File: src/rtl/instruction_fetch_unit.sv
// Fetch stage: drives PC to a combinational instruction memory and hands the latched
// word to decode over a valid/ready handshake. Handles redirect, stall, halt and address faults.
module instruction_fetch_unit #(
  parameter logic [31:0] RESET_PC    = 32'h0000_0000,
  parameter int unsigned IMEM_DEPTH  = 128,
  parameter logic [5:0]  HALT_OPCODE = 6'h3F
) (
  input  logic        CLK,
  input  logic        Reset,
  output logic [31:0] InsAddr,
  output logic        InsMemRW,
  input  logic [31:0] InsData,
  input  logic        IdReady,
  input  logic        Redirect,
  input  logic [31:0] RedirectAddr,
  output logic [31:0] IR,
  output logic [31:0] IRPC,
  output logic [31:0] PC4,
  output logic        IRValid,
  output logic        Halted,
  output logic        Fault
);

  typedef enum logic [2:0] {S_IDLE, S_FETCH, S_STALL, S_HALT, S_FAULT} state_t;

  localparam logic [29:0] DEPTH_W = 30'(IMEM_DEPTH);

  state_t      r_state, w_state_nx;
  logic [31:0] r_pc, w_pc_nx;
  logic [31:0] r_ir, w_ir_nx;
  logic [31:0] r_irpc, w_irpc_nx;
  logic [31:0] r_pc4, w_pc4_nx;
  logic        r_irvalid, w_irvalid_nx;
  logic        r_fault, w_fault_nx;
  logic [31:0] w_pc_inc;
  logic        w_slot_free;
  logic        w_halt_op;

  function automatic logic addr_bad(input logic [31:0] a);
    return (a[1:0] != 2'b00) || (a[31:2] >= DEPTH_W);
  endfunction

  assign w_pc_inc    = r_pc + 32'd4;
  assign w_slot_free = !r_irvalid || IdReady;
  assign w_halt_op   = (InsData[31:26] == HALT_OPCODE);

  always_ff @(posedge CLK) begin
    if (Reset) begin
      r_state   <= S_IDLE;
      r_pc      <= RESET_PC;
      r_ir      <= '0;
      r_irpc    <= '0;
      r_pc4     <= '0;
      r_irvalid <= 1'b0;
      r_fault   <= 1'b0;
    end else begin
      r_state   <= w_state_nx;
      r_pc      <= w_pc_nx;
      r_ir      <= w_ir_nx;
      r_irpc    <= w_irpc_nx;
      r_pc4     <= w_pc4_nx;
      r_irvalid <= w_irvalid_nx;
      r_fault   <= w_fault_nx;
    end
  end

  always_comb begin
    w_state_nx   = r_state;
    w_pc_nx      = r_pc;
    w_ir_nx      = r_ir;
    w_irpc_nx    = r_irpc;
    w_pc4_nx     = r_pc4;
    w_irvalid_nx = r_irvalid;
    w_fault_nx   = r_fault;
    case (r_state)
      S_IDLE, S_FETCH, S_STALL: begin
        if (Redirect) begin
          w_pc_nx      = RedirectAddr;
          w_irvalid_nx = 1'b0;
          if (addr_bad(RedirectAddr)) begin
            w_fault_nx = 1'b1;
            w_state_nx = S_FAULT;
          end else begin
            w_state_nx = S_FETCH;
          end
        end else if (r_state == S_IDLE) begin
          w_state_nx = S_FETCH;
        end else if (w_slot_free) begin
          // A halt word is latched normally but the PC stays on it.
          if (w_halt_op) begin
            w_ir_nx      = InsData;
            w_irpc_nx    = r_pc;
            w_pc4_nx     = w_pc_inc;
            w_irvalid_nx = 1'b1;
            w_state_nx   = S_HALT;
          end else if (addr_bad(w_pc_inc)) begin
            w_pc_nx      = w_pc_inc;
            w_irvalid_nx = 1'b0;
            w_fault_nx   = 1'b1;
            w_state_nx   = S_FAULT;
          end else begin
            w_ir_nx      = InsData;
            w_irpc_nx    = r_pc;
            w_pc4_nx     = w_pc_inc;
            w_irvalid_nx = 1'b1;
            w_pc_nx      = w_pc_inc;
            w_state_nx   = S_FETCH;
          end
        end else begin
          w_state_nx = S_STALL;
        end
      end
      S_HALT: begin
        if (IdReady) w_irvalid_nx = 1'b0;
      end
      default: begin
      end
    endcase
  end

  assign InsAddr  = r_pc;
  assign InsMemRW = (r_state == S_FETCH) || (r_state == S_STALL);
  assign IR       = r_ir;
  assign IRPC     = r_irpc;
  assign PC4      = r_pc4;
  assign IRValid  = r_irvalid;
  assign Halted   = (r_state == S_HALT);
  assign Fault    = r_fault;

endmodule

File: config.mk
export PLATFORM = sky130hd
export DESIGN_NAME = instruction_fetch_unit
export DESIGN_NICKNAME = d
export VERILOG_FILES = /design/src/rtl/instruction_fetch_unit.sv
export SDC_FILE = /design/constraint.sdc
export NUM_CORES = 1
export LEC_CHECK = 0
export ABC_AREA = 1
export BUFFER_PORTS_ARGS = -buffer_cell sky130_fd_sc_hd__buf_4
export CAP_MARGIN = 0
export CORE_MARGIN = 3
export CORE_UTILIZATION = 51
export CTS_CLUSTER_SIZE = 30
export DETAILED_ROUTE_END_ITERATION = 7
export GPL_TIMING_DRIVEN = 0
export PLACE_DENSITY = 0.8
export SETUP_SLACK_MARGIN = 0.1
export SYNTH_ARGS = -nofsm -noshare
export SYNTH_HDL_FRONTEND = slang
export SYNTH_SLANG_ARGS = --single-unit
File: constraint.sdc
create_clock -name CLK -period 3.05 [get_ports CLK]
set_clock_uncertainty 0.05 [all_clocks]
set_input_delay 0.61 -clock CLK [delete_from_list [all_inputs] [get_ports CLK]]
set_output_delay 0.61 -clock CLK [all_outputs]
set_load 0.1 [all_outputs]
==> flow_metrics.py <==
metrics = {
    "timing": {
        "min_period_over_period_pct": 93.7,
        "timing_worst_slew_pin_value_ns": 0.677,
        "setup_ws_ns": 0.193,
        "fmax_mhz": 350,
        "fin_tns_setup_ns": 0,
        "finalSetupViolations": 0,
        "post-route-min-period_ns": 2.86,
        "timing_max_transition_violations_final": 0,
        "hold_viol_final": 0,
        "slew_headroom_pct": 54.5,
        "rsz_0062_raised_after_global_routing": "no",
    },
    "worst_setup_path": {
        "critical_path.slowest_cell": "dfxtp_1",
        "worst_ep_required_time_ns": 3.35,
        "cp_max_fo": 10,
        "cp_num_buf_inv": 3,
        "critical-path-max-stage-delay_ns": 0.53,
        "setup.worst_path.start_class": "flip-flop",
        "critical_path_class": "flip-flop to flip-flop",
        "reg2reg_depth": 16,
        "arrival_ns": 3.16,
        "r2r_slack_ns": 0.19,
        "cell_family_with_most_cp_delay": "simple AND/OR/NAND/NOR gates",
        "launch_instance_of_the_worst_register_to_register_path": "InsAddr[18]",
        "critical_path.cell_chain": "nand2_1 -> nor2_1 -> nand2_1 -> inv_1 -> nand2_1 -> nand2_1 -> nand2_1 -> nor2_1 -> nand3_1 -> nor2_1 -> nand3_1 -> nand2_2 -> buf_6 -> buf_6 -> nand4_1 -> a21oi_1",
        "worst_r2r_endpoint": "IR[13]",
        "critical-path-top-cell-by-count": "nand2_1",
        "worst_setup_path_end_kind": "flip-flop",
        "startpoint": "InsAddr[18]",
    },
    "cts": {
        "cts_buffer_depth": 2,
        "hold_buffers_post_cts": 0,
        "htree_levels": 4,
        "tritoncts": "done",
        "clkSinkCount": 131,
        "clk_pin_slew_worst_paths_ns": 0.06,
        "numCtsBuffers": 17,
        "clk-insertion-delay-late_ns": 0.42,
        "ctsRootBufferMaster": "clkbuf_16",
    },
    "placed_design": {
        "post_dp_cell_area_um2": 7950,
        "detailedPlace.worstSlack_ns": 0.129,
        "place.gp.congestion": 0.991,
        "post-dp-hpwl_um": 16700,
        "place.port_buffers": 198,
    },
    "global_routing": {
        "grt_pass1_vias": 6646,
        "global_route.overflow_total": 0,
        "grt_start_max_net_pins": 17,
        "grt_first_pass_wirelength_um": 34300,
        "grt_util_all_layers_pct": 32.2,
        "grt_antenna_before_repair": 0,
    },
    "final_layout": {
        "fillerInstances": 962,
        "antenna-diode-count": 0,
        "finish.instance_area_um2": 8690,
        "layout-drive-gt1-share_pct": 27.1,
        "nNetsFinal": 1168,
        "layout-area-overhead-vs-synth_pct": 38.6,
        "final_core_utilization_pct": 74.2,
    },
    "yosys": {
        "synth.yosys.warnings": 0,
        "synth_area_um2": 6270,
        "synth_fp_nets": 946,
        "synth_area_per_cell_um2": 7.16,
        "netlist_instances": 876,
        "synth_area_leader_cell": "dfxtp_1",
        "yosys.cell_types.count": 31,
        "postSynthRegisterBits": 131,
        "synth-async-reset-ratio_pct": 0,
        "ys_top_cells_by_area": "dfxtp_1 (42%), nand2_1 (14%), a21oi_1 (11%)",
        "cell_with_the_most_instances_after_synthesis": "nand2_1",
        "yosysSeqAreaShare_pct": 41.8,
        "synth_top_area_share_pct": 41.8,
        "synth_enable_flop_cells": 0,
        "ys_dominant_reg_cell": "dfxtp_1",
        "synth_common_cells": "nand2_1 (236), a21oi_1 (134), dfxtp_1 (131)",
    },
    "routing": {
        "antenna_left": 0,
        "drt_pre_antenna_iters": 5,
        "drc": 0,
        "via_per_inst": 5.86,
        "num_vias": 7349,
        "detail_route.wirelength_um": 22600,
        "detail_route.wl_per_cell_um": 18.0,
        "drt_initial_violations": 773,
    },
    "hold_path": {
        "timing.hold.worst.class": "flip-flop to flip-flop",
        "worstHoldPathCells": 2,
        "hold_path_end": "IR[23]",
        "hold_path.startpoint": "IR[23]",
    },
    "pwr": {
        "power_leakage_uw": 0.00348,
        "vdd_ir_drop_max_v": 0.000430,
        "power_dens_cells_nw_per_um2": 576,
    },
    "floorplan": {
        "floorplan.io_pins": 200,
        "floorplan.initialDensity_pct": 53.5,
        "chipHeight_um": 117,
        "die_area_um2": 13700,
        "die_x_um": 117,
        "rows": 39,
        "coreArea_um2": 11700,
    },
    "job": {
        "drv_cap": 0,
    },
    "run_status": {
        "run_status": "completed",
    },
}
## metrics by stage
step / total power [uW] / instances / hold slack, ns
6_report: 5010 / 1254 / 0.410
5_1_grt: 5150 / 1254 / 0.422
4_1_cts: 4970 / 1249 / 0.410
3_5_place_dp: 2840 / 1217 / 0.396
3_3_place_gp: 2840 / 1217 / 0.391
2_1_floorplan: 2530 / 876 / 0.418
## final cells by class
| class | count | area (um^2) | area share [%] |
|---|---|---|---|
| plain buffers | 71 | 390 | 4.49 |
| clock buffers | 19 | 443 | 5.10 |
| clock inverters | 13 | 184 | 2.12 |
| inverters | 41 | 154 | 1.77 |
| multi-input cells | 633 | 3170 | 36.4 |
| flip-flops and latches | 131 | 2650 | 30.5 |
| well taps | 143 | 179 | 2.06 |
| repair buffers | 203 | 1520 | 17.5 |
## report_power, final
part | total [uW] | switching [uW] | leakage (uW) | internal [uW]
Sequential | 1890 | 115 | 0.00107 | 1770
Clock | 2170 | 782 | 0.000299 | 1390
Combinational | 954 | 717 | 0.00211 | 237
## worst register-to-register path, delay by kind of cell (launching register included)
kind	cells	cell delay (ns)
buffers and inverters	3	0.50
flip-flops	1	0.53
AND/OR/NAND/NOR	12	1.52
AO/OA/AOI/OAI	1	0.17
## registers in the layout, summed over array words and instances (netlist names)
signal and cells:
Fault 1, InsAddr 32, PC4 30, IRValid 1, r_state 3, IRPC 32, IR 32
## cell families (layout without fill, tap and decap cells)
| logic type | count (synthesis) | in the layout | share of synthesized area [%] |
|---|---|---|---|
| simple gates | 442 | 442 | 32.5 |
| compound gates | 181 | 181 | 15.6 |
| flops | 131 | 131 | 41.8 |
| buf+inv | 112 | 347 | 8.56 |
| xor+xnor | 8 | 8 | 1.12 |
| fa+ha+maj | 2 | 2 | 0.399 |
## worst max path at each step
stage                             end  slack [ns]  cells past startpoint
after global routing         IRPC[20]        0.02                     16
after CTS                     PC4[10]        0.13                     18
after floorplan              IRPC[24]        0.12                     17
after detailed placement  InsAddr[29]        0.13                     10
final                          IR[13]        0.19                     16
after global placement    InsAddr[30]        0.13                     10
## placed cells by master (no fill, tap or decap), drive strengths merged, types with 23 or more instances in the layout
cell / Yosys / layout
nand2: 239 / 239
buf: 26 / 227
a21oi: 134 / 134
dfxtp: 131 / 131
nand4: 101 / 101
clkbuf: 45 / 66
nor2: 59 / 59
inv: 39 / 39
nand3: 27 / 27
o21ai: 23 / 23
## layer usage
layer | wire length, um | GRT usage, %
met5 | 0 | 0
met4 | 534 | 9.86
met3 | 2380 | 7.15
met2 | 10300 | 50.1
met1 | 9380 | 44.9
## timing repair
action | in CTS | in global routing
buffers inserted | 0 | 5
hold endpoints to repair | 0 | 0
setup endpoints to repair | 0 | 97
gates resized for setup | 0 | 32
Power figures use the tool's default switching activity.
